--- src/rtl/mem_access_unit.sv ---
// Word-wide memory initiator for RV32I loads/stores; sub-word stores via read-modify-write.
// Accept->rsp_valid: error 1, load/SW 2, SB/SH 3 cycles; req_ready only in IDLE, response held until rsp_ready.
module mem_access_unit #(
  parameter int ADDR_WIDTH  = 32,
  parameter bit CHECK_ALIGN = 1'b1
) (
  input  logic                  clk,
  input  logic                  resetn,
  input  logic                  req_valid,
  output logic                  req_ready,
  input  logic                  req_we,
  input  logic [2:0]            req_funct3,
  input  logic [ADDR_WIDTH-1:0] req_addr,
  input  logic [31:0]           req_wdata,
  output logic                  rsp_valid,
  input  logic                  rsp_ready,
  output logic [31:0]           rsp_rdata,
  output logic                  rsp_err,
  output logic [ADDR_WIDTH-1:0] mem_address,
  output logic [31:0]           mem_wdata,
  input  logic [31:0]           mem_rdata,
  output logic                  mem_we
);

  typedef enum logic [1:0] {S_IDLE, S_READ, S_WRITE, S_RESP} state_t;

  state_t                r_state;
  logic                  r_we;
  logic [2:0]            r_funct3;
  logic [1:0]            r_lane;
  logic [15:0]           r_wdata;
  logic                  r_rsp_valid;
  logic [31:0]           r_rsp_rdata;
  logic                  r_rsp_err;
  logic                  r_mem_we;
  logic [ADDR_WIDTH-1:0] r_mem_address;
  logic [31:0]           r_mem_wdata;

  logic        w_illegal;
  logic        w_misalign;
  logic [7:0]  w_byte;
  logic [15:0] w_half;
  logic [31:0] w_load;
  logic [31:0] w_merged;

  assign w_illegal  = req_we ? (req_funct3 > 3'd2)
                             : ((req_funct3 == 3'd3) || (req_funct3[2:1] == 2'b11));
  assign w_misalign = CHECK_ALIGN &&
                      (((req_funct3[1:0] == 2'd1) && req_addr[0]) ||
                       ((req_funct3[1:0] == 2'd2) && (req_addr[1:0] != 2'b00)));

  always_comb begin
    w_byte = mem_rdata[7:0];
    case (r_lane)
      2'd1:    w_byte = mem_rdata[15:8];
      2'd2:    w_byte = mem_rdata[23:16];
      2'd3:    w_byte = mem_rdata[31:24];
      default: w_byte = mem_rdata[7:0];
    endcase
    w_half = r_lane[1] ? mem_rdata[31:16] : mem_rdata[15:0];

    case (r_funct3)
      3'd0:    w_load = {{24{w_byte[7]}}, w_byte};
      3'd1:    w_load = {{16{w_half[15]}}, w_half};
      3'd4:    w_load = {24'h0, w_byte};
      3'd5:    w_load = {16'h0, w_half};
      default: w_load = mem_rdata;
    endcase

    // Only SB/SH reach the merge; with alignment checks off the half lane ignores addr[0].
    w_merged = mem_rdata;
    if (r_funct3[1:0] == 2'd0)
      w_merged[{r_lane, 3'b000} +: 8] = r_wdata[7:0];
    else
      w_merged[{r_lane[1], 4'b0000} +: 16] = r_wdata[15:0];
  end

  always_ff @(posedge clk or negedge resetn) begin
    if (!resetn) begin
      r_state       <= S_IDLE;
      r_we          <= 1'b0;
      r_funct3      <= 3'd0;
      r_lane        <= 2'd0;
      r_wdata       <= 16'h0;
      r_rsp_valid   <= 1'b0;
      r_rsp_rdata   <= 32'h0;
      r_rsp_err     <= 1'b0;
      r_mem_we      <= 1'b0;
      r_mem_address <= '0;
      r_mem_wdata   <= 32'h0;
    end else begin
      case (r_state)
        S_IDLE: begin
          if (req_valid) begin
            r_we     <= req_we;
            r_funct3 <= req_funct3;
            r_lane   <= req_addr[1:0];
            r_wdata  <= req_wdata[15:0];
            if (w_illegal || w_misalign) begin
              r_rsp_valid <= 1'b1;
              r_rsp_err   <= 1'b1;
              r_rsp_rdata <= 32'h0;
              r_state     <= S_RESP;
            end else begin
              r_mem_address <= {req_addr[ADDR_WIDTH-1:2], 2'b00};
              if (req_we && (req_funct3 == 3'd2)) begin
                r_mem_wdata <= req_wdata;
                r_mem_we    <= 1'b1;
                r_state     <= S_WRITE;
              end else begin
                r_state <= S_READ;
              end
            end
          end
        end
        S_READ: begin
          if (r_we) begin
            r_mem_wdata <= w_merged;
            r_mem_we    <= 1'b1;
            r_state     <= S_WRITE;
          end else begin
            r_rsp_rdata <= w_load;
            r_rsp_err   <= 1'b0;
            r_rsp_valid <= 1'b1;
            r_state     <= S_RESP;
          end
        end
        S_WRITE: begin
          r_mem_we    <= 1'b0;
          r_rsp_rdata <= 32'h0;
          r_rsp_err   <= 1'b0;
          r_rsp_valid <= 1'b1;
          r_state     <= S_RESP;
        end
        S_RESP: begin
          if (rsp_ready) begin
            r_rsp_valid <= 1'b0;
            r_state     <= S_IDLE;
          end
        end
        default: r_state <= S_IDLE;
      endcase
    end
  end

  assign req_ready   = (r_state == S_IDLE);
  assign rsp_valid   = r_rsp_valid;
  assign rsp_rdata   = r_rsp_rdata;
  assign rsp_err     = r_rsp_err;
  assign mem_we      = r_mem_we;
  assign mem_address = r_mem_address;
  assign mem_wdata   = r_mem_wdata;

endmodule

--- config.mk ---
export PLATFORM = sky130hd
export DESIGN_NAME = mem_access_unit
export DESIGN_NICKNAME = d
export VERILOG_FILES = /design/src/rtl/mem_access_unit.sv
export SDC_FILE = /design/constraint.sdc
export NUM_CORES = 1
export LEC_CHECK = 0
export CAP_MARGIN = 15
export CORE_MARGIN = 2
export CORE_UTILIZATION = 35
export CTS_CLUSTER_SIZE = 30
export DETAILED_ROUTE_END_ITERATION = 8
export SLEW_MARGIN = 40
export SYNTH_ARGS = -nofsm -noshare
export SYNTH_HDL_FRONTEND = slang
export SYNTH_SLANG_ARGS = --single-unit
--- constraint.sdc ---
create_clock -name clk -period 2.7 [get_ports clk]
set_input_delay 0.405 -clock clk [delete_from_list [all_inputs] [get_ports clk]]
set_output_delay 0.405 -clock clk [all_outputs]
set_load 0.02 [all_outputs]
-- After elaboration in Yosys (flattened, before gate mapping)
Index checks and enable logic that the tools add are counted.
- add/subtract/negate cells: 2
- order comparisons: 1
- eq/ne operators: 21
- shift operators: 4
- muxes and demuxes: 34
- bitwise logic cells: 1
- reduce and logical (&&, ||, !) cells: 19
- operators by type and width (kind ; count):
    32-bit two-way mux ; 8
    32-bit case mux with 4 select lines ; 1
    32-bit case mux with 3 select lines ; 1
    32-bit bitwise mux ; 2
    32-bit case mux with 2 select lines ; 1
    16-bit by 7-bit variable shift with 32-bit output, first input constant ; 1
    8-bit by 7-bit variable shift with 32-bit output, first input constant ; 1
    16-bit by 7-bit variable part select with 32-bit output ; 1
    8-bit by 7-bit variable part select with 32-bit output ; 1
    8-bit case mux with 3 select lines ; 1
    16-bit two-way mux ; 1
    5-bit negation with 7-bit output ; 2
    2-bit equality test, second input constant ; 6
    1-bit two-way mux ; 11
    2-bit != test, second input constant ; 5
    5-bit AND reduction ; 2
    2-bit two-way mux ; 4
    2-bit case mux with 4 select lines ; 1
    4-bit AND reduction ; 2
    2-bit by 1-bit equality test with 1-bit output, second input constant ; 3
    3-bit by 2-bit equality test with 1-bit output, second input constant ; 2
    3-bit equality test, second input constant ; 2
    1-bit case mux with 3 select lines ; 2
    2-bit logical NOT ; 2
    12 further kinds ; 19
- flip-flop bits (word level): 121
- bits of input ports: 104
- output and inout bits: 100
- word-level logic and storage cells: 93

-- Depth between registers and ports, before layout
Gate-level depths: netlist (run 1).
- depth in word-level cells: 7
- depth in mapped cells: 10
- gate-level depth less buffers: 6

-- Worst setup path before layout (run 1)
Ideal clock, no wire load.
- kind: flip-flop to flip-flop
- start: register r_state[0]
- end: register r_mem_wdata[15], in the netlist mem_wdata[15]
- data arrival time: 2.216 ns
- slack: 0.359 ns
- cell stages (with the launch flop): 10
- buffers on the path: 3
- cell sequence: dfrtp_1 > inv_1 > ha_1 > buf_2 > o21a_1 > a2111o_1 > buf_2 > nor2_8 > buf_6 > mux2_2
- cells in the longest elaborated chain, start to end: 3
- elaborated cells between the ends (all ways): 9
- RTL lines (element ; line ; RTL):
    from (decl) ; 27 ; state_t r_state;
    from (signal assigned) ; 80 ; r_state <= S_IDLE;
    from (signal assigned) ; 103 ; r_state <= S_RESP;
    from (signal assigned) ; 109 ; r_state <= S_WRITE;
    2-bit logical NOT (*) ; - ;
    named net req_ready ; 10 ; output logic req_ready,
    2-bit by 1-bit != test with 1-bit output (no line) (tied with other cells) ; - ;
    5-bit AND reduction (no line) ; - ;
    to (signal assigned) ; 107 ; r_mem_wdata <= req_wdata;
    to (signal assigned) ; 118 ; r_mem_wdata <= w_merged;
    to (decl) ; 37 ; logic [31:0] r_mem_wdata;
Mark *: on every way through the listed nets, which the timed path passes. The rest lies on a longest branch.
A chain may end at the register's enable or synchronous reset.

-- Worst setup path in the final report (run 1)
- start: register r_state[0]
- end: register r_mem_wdata[1], in the netlist mem_wdata[1]
- cells in the longest elaborated chain, start to end: 3
- elaborated cells between the ends (all ways): 9
- RTL lines (element ; line ; RTL):
    2-bit by 1-bit equality test with 1-bit output / 2-bit logical NOT (equally long branches) ; 92 ; case (r_state)
    2-bit != test (no line) (tied with other cells) ; - ;
    5-bit AND reduction (no line) ; - ;
Several ways; a longest one is shown, not always the timed one.

==> results.yml, run 1 <==
timing:
  worst_pin_slew_ps: 812
  whs_ps: 6.03
  fin_skew_ps: 13.9
  slew_headroom_pct: 45.1
  final_hold_viol_count: 0
  maxClockFrequency_mhz: 400
  setup_viol: 0
  period_minus_slack_ps: 2500
  rsz0062_at_grt: "no"
  timing.final.crit_share_pct: 92.5
  slew_violations: 0
route:
  route.detailed.vias_per_inst: 5.68
  drc: 0
  drt_iter0_drc: 535
  routed.top_layer: "met4"
  wl_per_cell_um: 22.1
  routed-wl-met2_mm: 10.2
  drt_wl_total_mm: 22.0
  vias: 5679
  wl_met1_mm: 9.22
  first_pass_iters: 5
  met3RoutedLength_mm: 2.05
  ant_nets: 0
synth:
  syn_inst: 565
  avgSynthCellArea_sq_um: 11.3
  synth.most_common_cell: "dfrtp_1"
  yosysTopAreaCell: "dfrtp_1"
  synth_flop_cell: "dfrtp_1"
  synth_top_cells_by_count: "dfrtp_1 (121), mux2_2 (92), o21ai_0 (54)"
  syn_area_sq_mm: 0.00640
  synth_area_leaders: "dfrtp_1 (47%), mux2_2 (16%), a221oi_1 (4.5%)"
  yosys_warnings: 0
  synth-seq-area-share_pct: 47.3
  ys_ff_latch: 121
  async_flop_share_pct: 100
  synth.distinct_cells: 48
  synth-edff-count: 0
  synth_top_area_share_pct: 47.3
power:
  power_frac_seq_pct: 27.5
  comb_power_share_pct: 55.3
  p_sw_uw: 5080
  p_leak_uw: 0.00370
  power_density_mw_per_mm2: 1320
  ir_drop_mv: 0.527
  p_int_uw: 7060
  power_frac_clock_pct: 17.1
  switching_share_pct: 41.8
floorplanning:
  die_w_um: 139
  io_pins: 204
  core_area_sq_mm: 0.0180
  start_util_pct: 35.7
  row_count: 49
  die_y_um: 139
  dieArea_sq_mm: 0.0194
global_routing:
  grt_pass1_wl_mm: 34.4
  grt_max_degree: 70
  grt.total_usage_pct: 23.0
  grt_pass1_vias: 5960
  overflow: 0
  antenna_found_initial: 0
clock_tree:
  cts_hold_buf: 0
  clock-root-buffer: "clkbuf_16"
  cts_tree: "yes"
  clock_sinks: 121
  clkTransAtPathRegs_ps: 50
  insertion_delay_ps: 410
  post_cts_resized: 0
  cts_buffers: 17
  post_cts_buffers: 0
  cts_buffer_depth: 2
  htree_levels: 4
placed_design:
  port_buffers: 201
  placed_area_sq_mm: 0.00868
  gp_congestion: 0.861
  hpwl_mm: 16.2
critical_path:
  crit_path_end_kind: "register"
  slowest_stage: "a2111o_1"
  critPathArrivalTime_ps: 2810
  worst-path-buf-inv: 1
  crit_chain: "inv_1 > ha_1 > nor2b_1 > a2111o_1 > or2_2 > o31ai_1"
  worstSetupPathType: "register to register"
  start_kind: "register"
  worst-path-max-fanout: 16
  worstPathRequired_ps: 3010
  cpPeakStageDelay_ps: 520
  cp_top_family: "compound AO/OA/AOI/OAI gates"
finish:
  drive_above_1_share_pct: 20.3
  area_growth_syn_to_layout_pct: 43.8
  nets: 874
  num_antenna_cells: 0
  postLayoutCellArea_sq_mm: 0.00921
  fillerInstances: 1647
flow_run:
  cap_violations: 0
worst_hold_path:
  hold_path.class: "primary input to async pin"
outcome:
  status: "finished, final reports clean"
[metrics by stage]
step	TNS [ps]	utilization [%]	power, uW	worst slack, ps	cells
floorplan	0	-	7360	359	566
global placement	0	48.2	9900	87.0	970
detailed placement	-1.82	48.3	10100	-1.42	970
CTS	0	51.3	12200	166	999
global route	0	51.3	12900	50.3	999
finish	0	51.3	12100	201	999
[per-layer routing]
layer	global-route usage, %	vias to the layer above
li1	-	2566
met1	30.1	2786
met2	35.4	295
met3	7.88	32
met4	8.51	0
met5	0	-
[power groups by stage]
stage / clock, uW / sequential [uW] / combinational (uW)
after CTS: 2120 / 3340 / 6740
after detailed placement: 0 / 3350 / 6710
after floorplan: 0 / 3940 / 3420
after global routing: 2220 / 3450 / 7230
after global placement: 0 / 3310 / 6590
final: 2080 / 3340 / 6720
[kinds of logic after synthesis]
logic type                 synth area share (%)
buffers and inverters                      4.26
other                                    0.0585
muxes                                      16.7
DFF                                        47.3
AOI/OAI and AO/OA                          24.8
adders and majority gates                  1.95
and+or+nand+nor                            5.02
[worst register-to-register path: cells and delay by family, from the launching register on]
family                     cells  cell delay (ps)
AOI/OAI and AO/OA              2              830
and+or+nand+nor                2              720
DFF                            1              430
adders and majority gates      1              340
buffers and inverters          1              100
[final cells by class]
cell class | instances | area (sq um) | area share (%)
clock buffers | 20 | 457 | 4.96
flip-flops and latches | 121 | 3030 | 32.9
multi-input cells | 385 | 3120 | 33.9
clock inverters | 9 | 77.6 | 0.842
well taps | 229 | 287 | 3.11
repair buffers | 225 | 2210 | 24.0
inverters | 10 | 37.5 | 0.408
[registers in the layout (all words and copies together), names as in the netlist]
| register | flops |
|---|---|
| mem_address | 30 |
| mem_wdata | 32 |
| mem_we | 1 |
| r_funct3 | 3 |
| r_lane | 2 |
| r_state | 2 |
| r_wdata | 16 |
| r_we | 1 |
| rsp_err | 1 |
| rsp_rdata | 32 |
| rsp_valid | 1 |
[worst paths after layout]
check	start	depth (start not counted)	slack, ps	to
worst max-delay path	r_state[0]	6	200	mem_wdata[1]
worst min-delay path	resetn	1	6	rsp_rdata[24]
worst max register to register	r_state[0]	6	200	mem_wdata[1]
worst min register to register	rsp_rdata[21]	1	500	rsp_rdata[21]
max in group asynchronous	resetn	2	1960	r_funct3[0]
min in group clk	rsp_rdata[21]	1	500	rsp_rdata[21]
[layout by cell type (no fill, tap or decap), types with 7 or more instances in the layout]
cell type / instances
a211oi_1: 7
a21oi_1: 35
a221oi_1: 33
a22o_1: 8
a22oi_1: 7
a2bb2oi_1: 7
buf_4: 23
clkbuf_16: 17
clkdlybuf4s50_1: 200
dfrtp_1: 121
ha_1: 10
inv_1: 9
mux2_2: 92
nor2_1: 21
nor2b_1: 10
o21ai_0: 54
o221ai_1: 7
o2bb2ai_1: 32
o31ai_1: 17
Power figures use the tool's default switching activity.
==> inputs of run 2 (changes only) <==
--- a/config.mk
+++ b/config.mk
@@ -12,2 +12,3 @@
 export DETAILED_ROUTE_END_ITERATION = 8
+export SKIP_CTS_REPAIR_TIMING = 1
 export SLEW_MARGIN = 40
--- a/constraint.sdc
+++ b/constraint.sdc
@@ -3,2 +3,2 @@
 set_output_delay 0.405 -clock clk [all_outputs]
-set_load 0.02 [all_outputs]
+set_load 0.01 [all_outputs]
==> results of run 2 <==
Same layout as run 1 (identical final DEF). Status: finished, final reports clean.
Main changes from that run: total power 12100 uW -> 11600 uW; worst IR drop on VDD 0.527 mV -> 0.492 mV
==> inputs of run 3 (changes only) <==
CORE_MARGIN = default   (was 2)
CTS_BUF_LIST = sky130_fd_sc_hd__clkbuf_2 sky130_fd_sc_hd__clkbuf_4 sky130_fd_sc_hd__clkbuf_8   (was default)
==> results.yml, run 3 (synthesis results as in run 1) <==
outcome:
  status: "finished, final reports clean"
critical_path:
  crit_chain: "inv_1 > ha_1 > o21a_1 > a2111o_1 > or2_1 > o31ai_1"
  start_kind: "register"
  slowest_stage: "a2111o_1"
  cpPeakStageDelay_ps: 560
  crit_path_end_kind: "register"
  critPathArrivalTime_ps: 2870
  worst-path-max-fanout: 16
  worstSetupPathType: "register to register"
  worstPathRequired_ps: 3030
placed_design:
  dp_cells: 969
  dp_slack_ps: 0.974
  placed_area_sq_mm: 0.00866
  hpwl_mm: 15.9
  gp_congestion: 0.853
  port_buffers: 201
floorplanning:
  io_pins: 204
  die_y_um: 137
  start_util_pct: 35.7
  row_count: 49
  die_w_um: 137
  dieArea_sq_mm: 0.0188
  core_area_sq_mm: 0.0180
clock_tree:
  htree_levels: 4
  cts_tree: "yes"
  clock_sinks: 121
  clock-root-buffer: "clkbuf_8"
  insertion_delay_ps: 440
  cts_buffers: 17
  cts_buffer_depth: 2
  clkTransAtPathRegs_ps: 70
power:
  power_density_mw_per_mm2: 1210
  p_leak_uw: 0.00362
  ir_drop_mv: 0.523
route:
  wl_per_cell_um: 21.6
  drt_iter0_drc: 465
  vias: 5679
  ant_nets: 0
  route.detailed.vias_per_inst: 5.67
  first_pass_iters: 5
  drt_wl_total_mm: 21.7
  drc: 0
finish:
  final_common_cell: "clkdlybuf4s50_1"
  fin_cells: 1002
  postLayoutCellArea_sq_mm: 0.00902
  num_antenna_cells: 0
  drive_above_1_share_pct: 20.4
  layout_common_cells: "clkdlybuf4s50_1 (200), dfrtp_1 (121), mux2_2 (92), o21ai_0 (54), a21oi_1 (35)"
  nets: 874
  area_growth_syn_to_layout_pct: 40.8
timing:
  rsz0062_at_grt: "no"
  fin_skew_ps: 16.0
  fin_setup_tns_ps: 0
  setup_viol: 0
  period_minus_slack_ps: 2540
  timing.final.crit_share_pct: 94.1
  setup_ws_ps: 159
  worst_pin_slew_ps: 772
  maxClockFrequency_mhz: 394
  slew_violations: 0
  slew_headroom_pct: 47.8
  final_hold_viol_count: 0
global_routing:
  antenna_found_initial: 0
  grt.total_usage_pct: 23.7
  grt_pass1_wl_mm: 33.1
  overflow: 0
  grt_max_degree: 62
  grt_pass1_vias: 5799
flow_run:
  cap_violations: 0
worst_hold_path:
  hold_path.class: "primary input to async pin"
-- run 3: cell type report --
type,instances,area (sq um)
clock inverter,9,50.0
sequential,121,3030
multi-input combinational,385,3120
tap,229,287
clock buffer,23,292
timing repair buffer,225,2200
inverter,10,37.5
fill,1598,8950
-- run 3: stage by stage --
step           hold WS (ps)  power, uW  util (%)
3_5_place_dp            409       9490      48.2
6_report                486      11000      50.2
2_1_floorplan           109       6870         -
5_1_grt                 507      11700      50.2
4_1_cts               -69.6      11000      50.1
3_3_place_gp            397       9340      48.2
-- run 3: worst paths after layout --
| kind | cells after the start | start | slack (ps) | endpoint |
|---|---|---|---|---|
| worst max-delay path | 6 | r_state[0] | 160 | mem_wdata[2] |
| worst min-delay path | 2 | resetn | 490 | rsp_rdata[25] |
| worst max register to register | 6 | r_state[0] | 160 | mem_wdata[2] |
| worst min register to register | 1 | rsp_rdata[26] | 500 | rsp_rdata[26] |
| max in group asynchronous | 3 | resetn | 1490 | mem_wdata[27] |
| min in group clk | 1 | rsp_rdata[26] | 500 | rsp_rdata[26] |
-- run 3: report_power, final --
part | internal [uW] | switching, uW | leakage (uW) | total (uW)
logic | 3070 | 3130 | 0.00193 | 6200
clock network | 711 | 728 | 0.000183 | 1440
registers | 2670 | 643 | 0.00151 | 3320
-- run 3: worst max-delay path: cells and delay by family (launching register included) --
kind	cells	cell delay (ps)
AO/OA/AOI/OAI	3	1070
buffers and inverters	1	90
AND/OR/NAND/NOR	1	510
adder cells (fa/ha/maj)	1	340
flip-flops	1	430
-- run 3: metal layers --
layer  vias to the layer above  share of wire, %  GRT usage (%)
li1                       2564                 -              -
met1                      2771                43           31.3
met2                       304                45           36.5
met3                        40               9.1           7.06
met4                         0               2.7           8.79
met5                         -                 0              0
